<file path="src/rtl/zbus_trap.sv">
// zbus_trap: Z80 bus-cycle tracer with a 4-deep cycle history and TR-DOS INI-from-ROM trap strobe.
// Optional macro ZBUS_TRAP_COUNT_EN adds a saturating trap counter (trap_cnt, trap_cnt_clr).
//
// state     | meaning
// ST_IDLE   | no bus cycle in progress on the synchronized strobes
// ST_ACTIVE | cycle of class cur_type_q in progress, address/data resampled every fclk

module zbus_trap #(
   parameter logic [15:0] TRAP_ADDR   = 16'h3FEC,
   parameter int          SYNC_STAGES = 2
) (
   input  logic        fclk,
   input  logic        rst_n,
   input  logic        iorq_n,
   input  logic        mreq_n,
   input  logic        rd_n,
   input  logic        wr_n,
   input  logic        m1_n,
   input  logic        rfsh_n,
   input  logic [15:0] a,
   input  logic [7:0]  d_wr,
   input  logic [7:0]  d_rd,
   input  logic        trap_ena,
`ifdef ZBUS_TRAP_COUNT_EN
   input  logic        trap_cnt_clr,
   output logic [15:0] trap_cnt,
`endif
   output logic [2:0]  cyc_type,
   output logic        cyc_stb,
   output logic        trap_stb,
   output logic [15:0] trap_port,
   output logic [15:0] trap_wraddr
);

   localparam logic [2:0] CT_FETCH = 3'd0;
   localparam logic [2:0] CT_MRD   = 3'd1;
   localparam logic [2:0] CT_MWR   = 3'd2;
   localparam logic [2:0] CT_IORD  = 3'd3;
   localparam logic [2:0] CT_IOWR  = 3'd4;
   localparam logic [2:0] CT_IACK  = 3'd5;
   localparam logic [2:0] CT_NONE  = 3'd7;

   typedef enum logic {
      ST_IDLE   = 1'b0,
      ST_ACTIVE = 1'b1
   } state_t;

   typedef struct packed {
      logic        vld;
      logic [2:0]  typ;
      logic [15:0] addr;
      logic [7:0]  data;
   } hist_t;

   // Strobe order in each synchronizer word: iorq, mreq, rd, wr, m1, rfsh (all active-low).
   logic [SYNC_STAGES-1:0][5:0] sync_q;
   logic [15:0] a_q;
   logic [7:0]  dwr_q;
   logic [7:0]  drd_q;

   always_ff @(posedge fclk or negedge rst_n) begin
      if (!rst_n) begin
         sync_q <= '1;
         a_q    <= '0;
         dwr_q  <= '0;
         drd_q  <= '0;
      end else begin
         sync_q <= {sync_q[SYNC_STAGES-2:0], {iorq_n, mreq_n, rd_n, wr_n, m1_n, rfsh_n}};
         a_q    <= a;
         dwr_q  <= d_wr;
         drd_q  <= d_rd;
      end
   end

   logic iorq_s, mreq_s, rd_s, wr_s, m1_s, unused_rfsh_s;
   assign {iorq_s, mreq_s, rd_s, wr_s, m1_s, unused_rfsh_s} = ~sync_q[SYNC_STAGES-1];

   logic [2:0] cls;
   logic [7:0] cap_data;

   always_comb begin
      cls = CT_NONE;
      if (m1_s && mreq_s && rd_s)
         cls = CT_FETCH;
      else if (mreq_s && rd_s)
         cls = CT_MRD;
      else if (mreq_s && wr_s)
         cls = CT_MWR;
      else if (iorq_s && rd_s)
         cls = CT_IORD;
      else if (iorq_s && wr_s)
         cls = CT_IOWR;
      else if (m1_s && iorq_s)
         cls = CT_IACK;
   end

   assign cap_data = (cls == CT_MWR || cls == CT_IOWR) ? dwr_q : drd_q;

   state_t      state_q, state_d;
   logic [2:0]  cur_type_q, cur_type_d;
   logic [15:0] cur_addr_q, cur_addr_d;
   logic [7:0]  cur_data_q, cur_data_d;
   logic        complete;

   always_comb begin
      state_d    = state_q;
      cur_type_d = cur_type_q;
      cur_addr_d = cur_addr_q;
      cur_data_d = cur_data_q;
      complete   = 1'b0;
      case (state_q)
         ST_IDLE: begin
            if (cls != CT_NONE) begin
               state_d    = ST_ACTIVE;
               cur_type_d = cls;
               cur_addr_d = a_q;
               cur_data_d = cap_data;
            end
         end
         ST_ACTIVE: begin
            if (cls == CT_NONE) begin
               complete   = 1'b1;
               state_d    = ST_IDLE;
               cur_type_d = CT_NONE;
            end else begin
               // A class change closes the old cycle and opens the new one in the same fclk.
               complete   = (cls != cur_type_q);
               cur_type_d = cls;
               cur_addr_d = a_q;
               cur_data_d = cap_data;
            end
         end
         default: state_d = ST_IDLE;
      endcase
   end

   hist_t [3:0] hist_q, hist_d;
   logic        cyc_stb_q, cyc_stb_d;
   logic [2:0]  cyc_type_q, cyc_type_d;
   logic        trap_stb_q, trap_stb_d;
   logic [15:0] trap_port_q, trap_port_d;
   logic [15:0] trap_wraddr_q, trap_wraddr_d;
   logic        match;
   logic        fire;

   assign match = hist_q[3].vld && hist_q[2].vld && hist_q[1].vld && hist_q[0].vld
               && hist_q[3].typ == CT_FETCH && hist_q[3].addr == TRAP_ADDR
               && hist_q[3].data == 8'hED
               && hist_q[2].typ == CT_FETCH && hist_q[2].data == 8'hA2
               && hist_q[1].typ == CT_IORD
               && hist_q[0].typ == CT_MWR && hist_q[0].addr[15:14] == 2'b00;

   // Only the fclk right after a completion may fire, so a held history never re-triggers.
   assign fire = cyc_stb_q && trap_ena && match;

   logic unused_hist;
   assign unused_hist = ^{hist_q[2].addr, hist_q[1].data, hist_q[0].data};

   always_comb begin
      hist_d        = hist_q;
      cyc_stb_d     = 1'b0;
      cyc_type_d    = cyc_type_q;
      trap_stb_d    = fire;
      trap_port_d   = trap_port_q;
      trap_wraddr_d = trap_wraddr_q;
      if (complete) begin
         hist_d     = {hist_q[2:0], hist_t'{vld: 1'b1, typ: cur_type_q,
                                            addr: cur_addr_q, data: cur_data_q}};
         cyc_stb_d  = 1'b1;
         cyc_type_d = cur_type_q;
      end
      if (fire) begin
         trap_port_d   = hist_q[1].addr;
         trap_wraddr_d = hist_q[0].addr;
      end
   end

   always_ff @(posedge fclk or negedge rst_n) begin
      if (!rst_n) begin
         state_q       <= ST_IDLE;
         cur_type_q    <= CT_NONE;
         cur_addr_q    <= '0;
         cur_data_q    <= '0;
         hist_q        <= '0;
         cyc_stb_q     <= 1'b0;
         cyc_type_q    <= CT_NONE;
         trap_stb_q    <= 1'b0;
         trap_port_q   <= '0;
         trap_wraddr_q <= '0;
      end else begin
         state_q       <= state_d;
         cur_type_q    <= cur_type_d;
         cur_addr_q    <= cur_addr_d;
         cur_data_q    <= cur_data_d;
         hist_q        <= hist_d;
         cyc_stb_q     <= cyc_stb_d;
         cyc_type_q    <= cyc_type_d;
         trap_stb_q    <= trap_stb_d;
         trap_port_q   <= trap_port_d;
         trap_wraddr_q <= trap_wraddr_d;
      end
   end

   assign cyc_stb     = cyc_stb_q;
   assign cyc_type    = cyc_type_q;
   assign trap_stb    = trap_stb_q;
   assign trap_port   = trap_port_q;
   assign trap_wraddr = trap_wraddr_q;

`ifdef ZBUS_TRAP_COUNT_EN
   logic [15:0] trap_cnt_q;

   // Counts on the edge that raises trap_stb, so the new value appears alongside the pulse.
   always_ff @(posedge fclk or negedge rst_n) begin
      if (!rst_n)
         trap_cnt_q <= '0;
      else if (trap_cnt_clr)
         trap_cnt_q <= '0;
      else if (fire && trap_cnt_q != 16'hFFFF)
         trap_cnt_q <= trap_cnt_q + 16'd1;
   end

   assign trap_cnt = trap_cnt_q;
`endif

endmodule

</file>
<file path="config.mk">
export PLATFORM = sky130hd
export DESIGN_NAME = zbus_trap
export DESIGN_NICKNAME = d
export VERILOG_FILES = /design/src/rtl/zbus_trap.sv
export SDC_FILE = /design/constraint.sdc
export NUM_CORES = 1
export LEC_CHECK = 0
export ABC_AREA = 1
export CORE_AREA = 4 4 159 161
export CTS_CLUSTER_DIAMETER = 60
export DETAILED_ROUTE_END_ITERATION = 12
export DIE_AREA = 0 0 163 165
export GPL_TIMING_DRIVEN = 0
export PLACE_DENSITY = 0.63
export SLEW_MARGIN = 10
export SYNTH_ARGS = -nofsm -noshare
export SYNTH_HDL_FRONTEND = slang
export SYNTH_SLANG_ARGS = --single-unit
</file>
<file path="constraint.sdc">
create_clock -name fclk -period 2.7 [get_ports fclk]
set_input_delay 0.81 -clock fclk [delete_from_list [all_inputs] [get_ports fclk]]
set_output_delay 0.81 -clock fclk [all_outputs]
set_load 0.01 [all_outputs]
</file>
==> run metrics <==
top cells by area, synth dfrtp_1 61%, nand2_1 17%, nand3_1 8.9%; Max Cap Violations 0; mean post-synth cell area 9.57 sq um; CTS tree done; CTS Buf Count 23; Vias/cell 4.50; gpl congestion 0.818; Pins Over Slew Limit 0; Reg-to-Reg End hist_q[45]; fraction of layout cells with a size suffix above 1 0.0865; Worst-path clk slew roughly 0.06 ns; post-cts resize count 0; fin crit share 0.879; post-synth top area share 0.614; crit start category flop; RSZ-0062 raised after global routing false; Post-Syn Instances 865; number of top-level pins 78; Row Count 57; VDD IR-drop max about 490 uV; Slew HR 0.508; Fmax 421 MHz; Reg2Reg Setup Slack 0.43 ns; Data required, critical path 1.89 ns; global-route total usage across every layer 0.131; post-synthesis register bit count 219; largest area contributor in the netlist dfrtp_1; Post-DRT Antenna Nets 0; Leakage 5.10 nW; Vias 5880; initial DRC count 342; clock buffer depth 3; area grow syn2layout 23.8%; Compound-Gate Fraction of Synth Area 0.00726; first-pass GRT wire length about 29000 um; clk_lat worst skew 0.51 ns; drt first pass iters 5; setup_tns 0 ns; status completed; crit-path max FO 2; Layout Nets 1009; endpoint type of the worst setup path output pin; Routed WL 17300 um; slowest stage delay, CP 0.54 ns; Root Buffer Master clkbuf_16; Die Width 163 um; final setup fails 0; Antenna Cells 0; mux cell area share after synthesis 0; PwrDens 829 nW/um^2; synthesized-area fraction occupied by adder cells 0; Ys Warns 0; Netlist cell types 24; Tmin final 2.37 ns; Initial Util 0.345; Hold Buf Count CTS 0; Worst Skew about 0.013 ns; hpwl dp 12400 um; crit path DAT around 1.6 ns; initial antenna violation count 0; Post CTS Setup Buffer Count 0; worst setup path class reg2out; XOR/XNOR share of the synthesized area 0; Syn Nets 906; Reg2Reg Depth 11; Seq/Total Area, Yosys 0.665; DR DRC count 0; Netlist Area Pre-Place 8280 sq um; H-tree level count 1; number of port buffers 76; final hold violation count 0; WP buf/inv 1; grt ovf 0; Hold Slack about 0.16 ns; clock sink count 219; DR WL/cell 13.3 um; Worst R2R Start sync_q[9]; Worst path slowest cell clkdlybuf4s50_1; vias in the first global route 5815; die area between 20000 and 30000 sq um; largest net degree at the start of global routing just under 100; Die Height roughly 170 um; slew at the pin with the worst max-slew slack 0.733 ns; Core Region ~24000 sq um; Top Family by Delay on Critical Path buffers and inverters; CP cell instances clkdlybuf4s50_1; post-synthesis simple-gate area fraction 0.288; main combinational cell family by area after synthesis simple AND/OR/NAND/NOR gates; min-delay worst type in2async; Power, Total 8.49 mW
## layer usage
metal / global-route usage / up-vias / routed length, um
li1: - / 2985 / -
met1: 0.178 / 2775 / 7980
met2: 0.222 / 97 / 8410
met3: 0.0187 / 23 / 625
met4: 0.0335 / 0 / 330
met5: 0 / - / 0
## power by group
group	switching [mW]	total, mW	leakage [nW]	internal [mW]
Combinational	0.636	1.11	2.07	0.471
Sequential	0.410	4.31	2.67	3.90
Clock	1.22	3.08	0.367	1.85
Total	2.27	8.49	5.10	6.22
## flip-flops by register name, indices dropped and copies added (netlist names), 8 cells and up
signal	count
drd_q	8
cur_addr_q	16
trap_port	16
trap_wraddr	16
cur_data_q	8
hist_q	112
sync_q	10
a_q	16
dwr_q	8
## worst max-delay path by stage
stage,from,end,cells past startpoint
floorplan,sync_q[9],hist_q[24],12
global placement,rst_n,trap_port[9],1
detailed placement,trap_ena,trap_wraddr[0],7
CTS,trap_ena,trap_wraddr[5],7
global route,trap_ena,trap_port[9],7
finish,cyc_type[2],cyc_type[2],1
## synthesized netlist by cell type
cell type / n
nor2_4: 1
nand3b_1: 3
nand4_1: 12
inv_2: 1
buf_6: 3
inv_1: 19
buf_2: 17
a21oi_1: 1
nor2_2: 1
nor3_1: 3
a31oi_1: 8
buf_4: 5
dfstp_2: 16
o21ai_0: 1
nand2_2: 2
clkbuf_1: 23
nand2_1: 366
nor3b_1: 2
nand3_1: 147
nand3_2: 2
nor2_1: 24
nor4_1: 1
dfrtp_1: 203
buf_1: 4
## layout by cell type (no fill, tap or decap)
cell type,n
nor3b_1,2
clkbuf_8,7
nand4_1,12
nor3_1,3
nand2_2,2
clkinv_2,2
buf_1,4
inv_2,1
clkbuf_16,23
bufinv_16,1
nor2_1,24
clkbuf_1,29
buf_8,1
nor2_4,1
nor4_1,1
dfstp_2,16
inv_6,1
inv_1,19
dfrtp_1,203
a31oi_1,8
nor2_2,1
nand2_1,366
a21oi_1,1
nand3b_1,3
clkdlybuf4s50_1,75
buf_6,3
nand3_1,147
buf_4,5
buf_2,17
nand3_2,2
buf_16,2
o21ai_0,1
## area by class of cell
type | instances | area [sq um]
repair buffers | 78 | 821
multi-input cells | 574 | 2440
fillers | 2428 | 13700
inverters | 20 | 75.1
plain buffers | 52 | 258
well taps | 324 | 405
flip-flops and latches | 219 | 5500
clock buffers | 36 | 694
clock inverters | 4 | 48.8
## metrics by stage
step / utilization / setup WS [ns] / instances / cell area (sq um)
after floorplan: - / 0.863 / 865 / 8280
after global placement: 0.394 / -8.14 / 1265 / 9440
after detailed placement: 0.397 / -0.282 / 1267 / 9500
after CTS: 0.428 / 0.255 / 1307 / 10200
after global routing: 0.428 / 0.141 / 1307 / 10200
final: 0.428 / 0.327 / 1307 / 10200
## kinds of logic after synthesis
family,Yosys count
AND/OR/NAND/NOR,564
buffers and inverters,72
AO/OA/AOI/OAI,10
flip-flops,219
(Power assumes the default switching activity.)
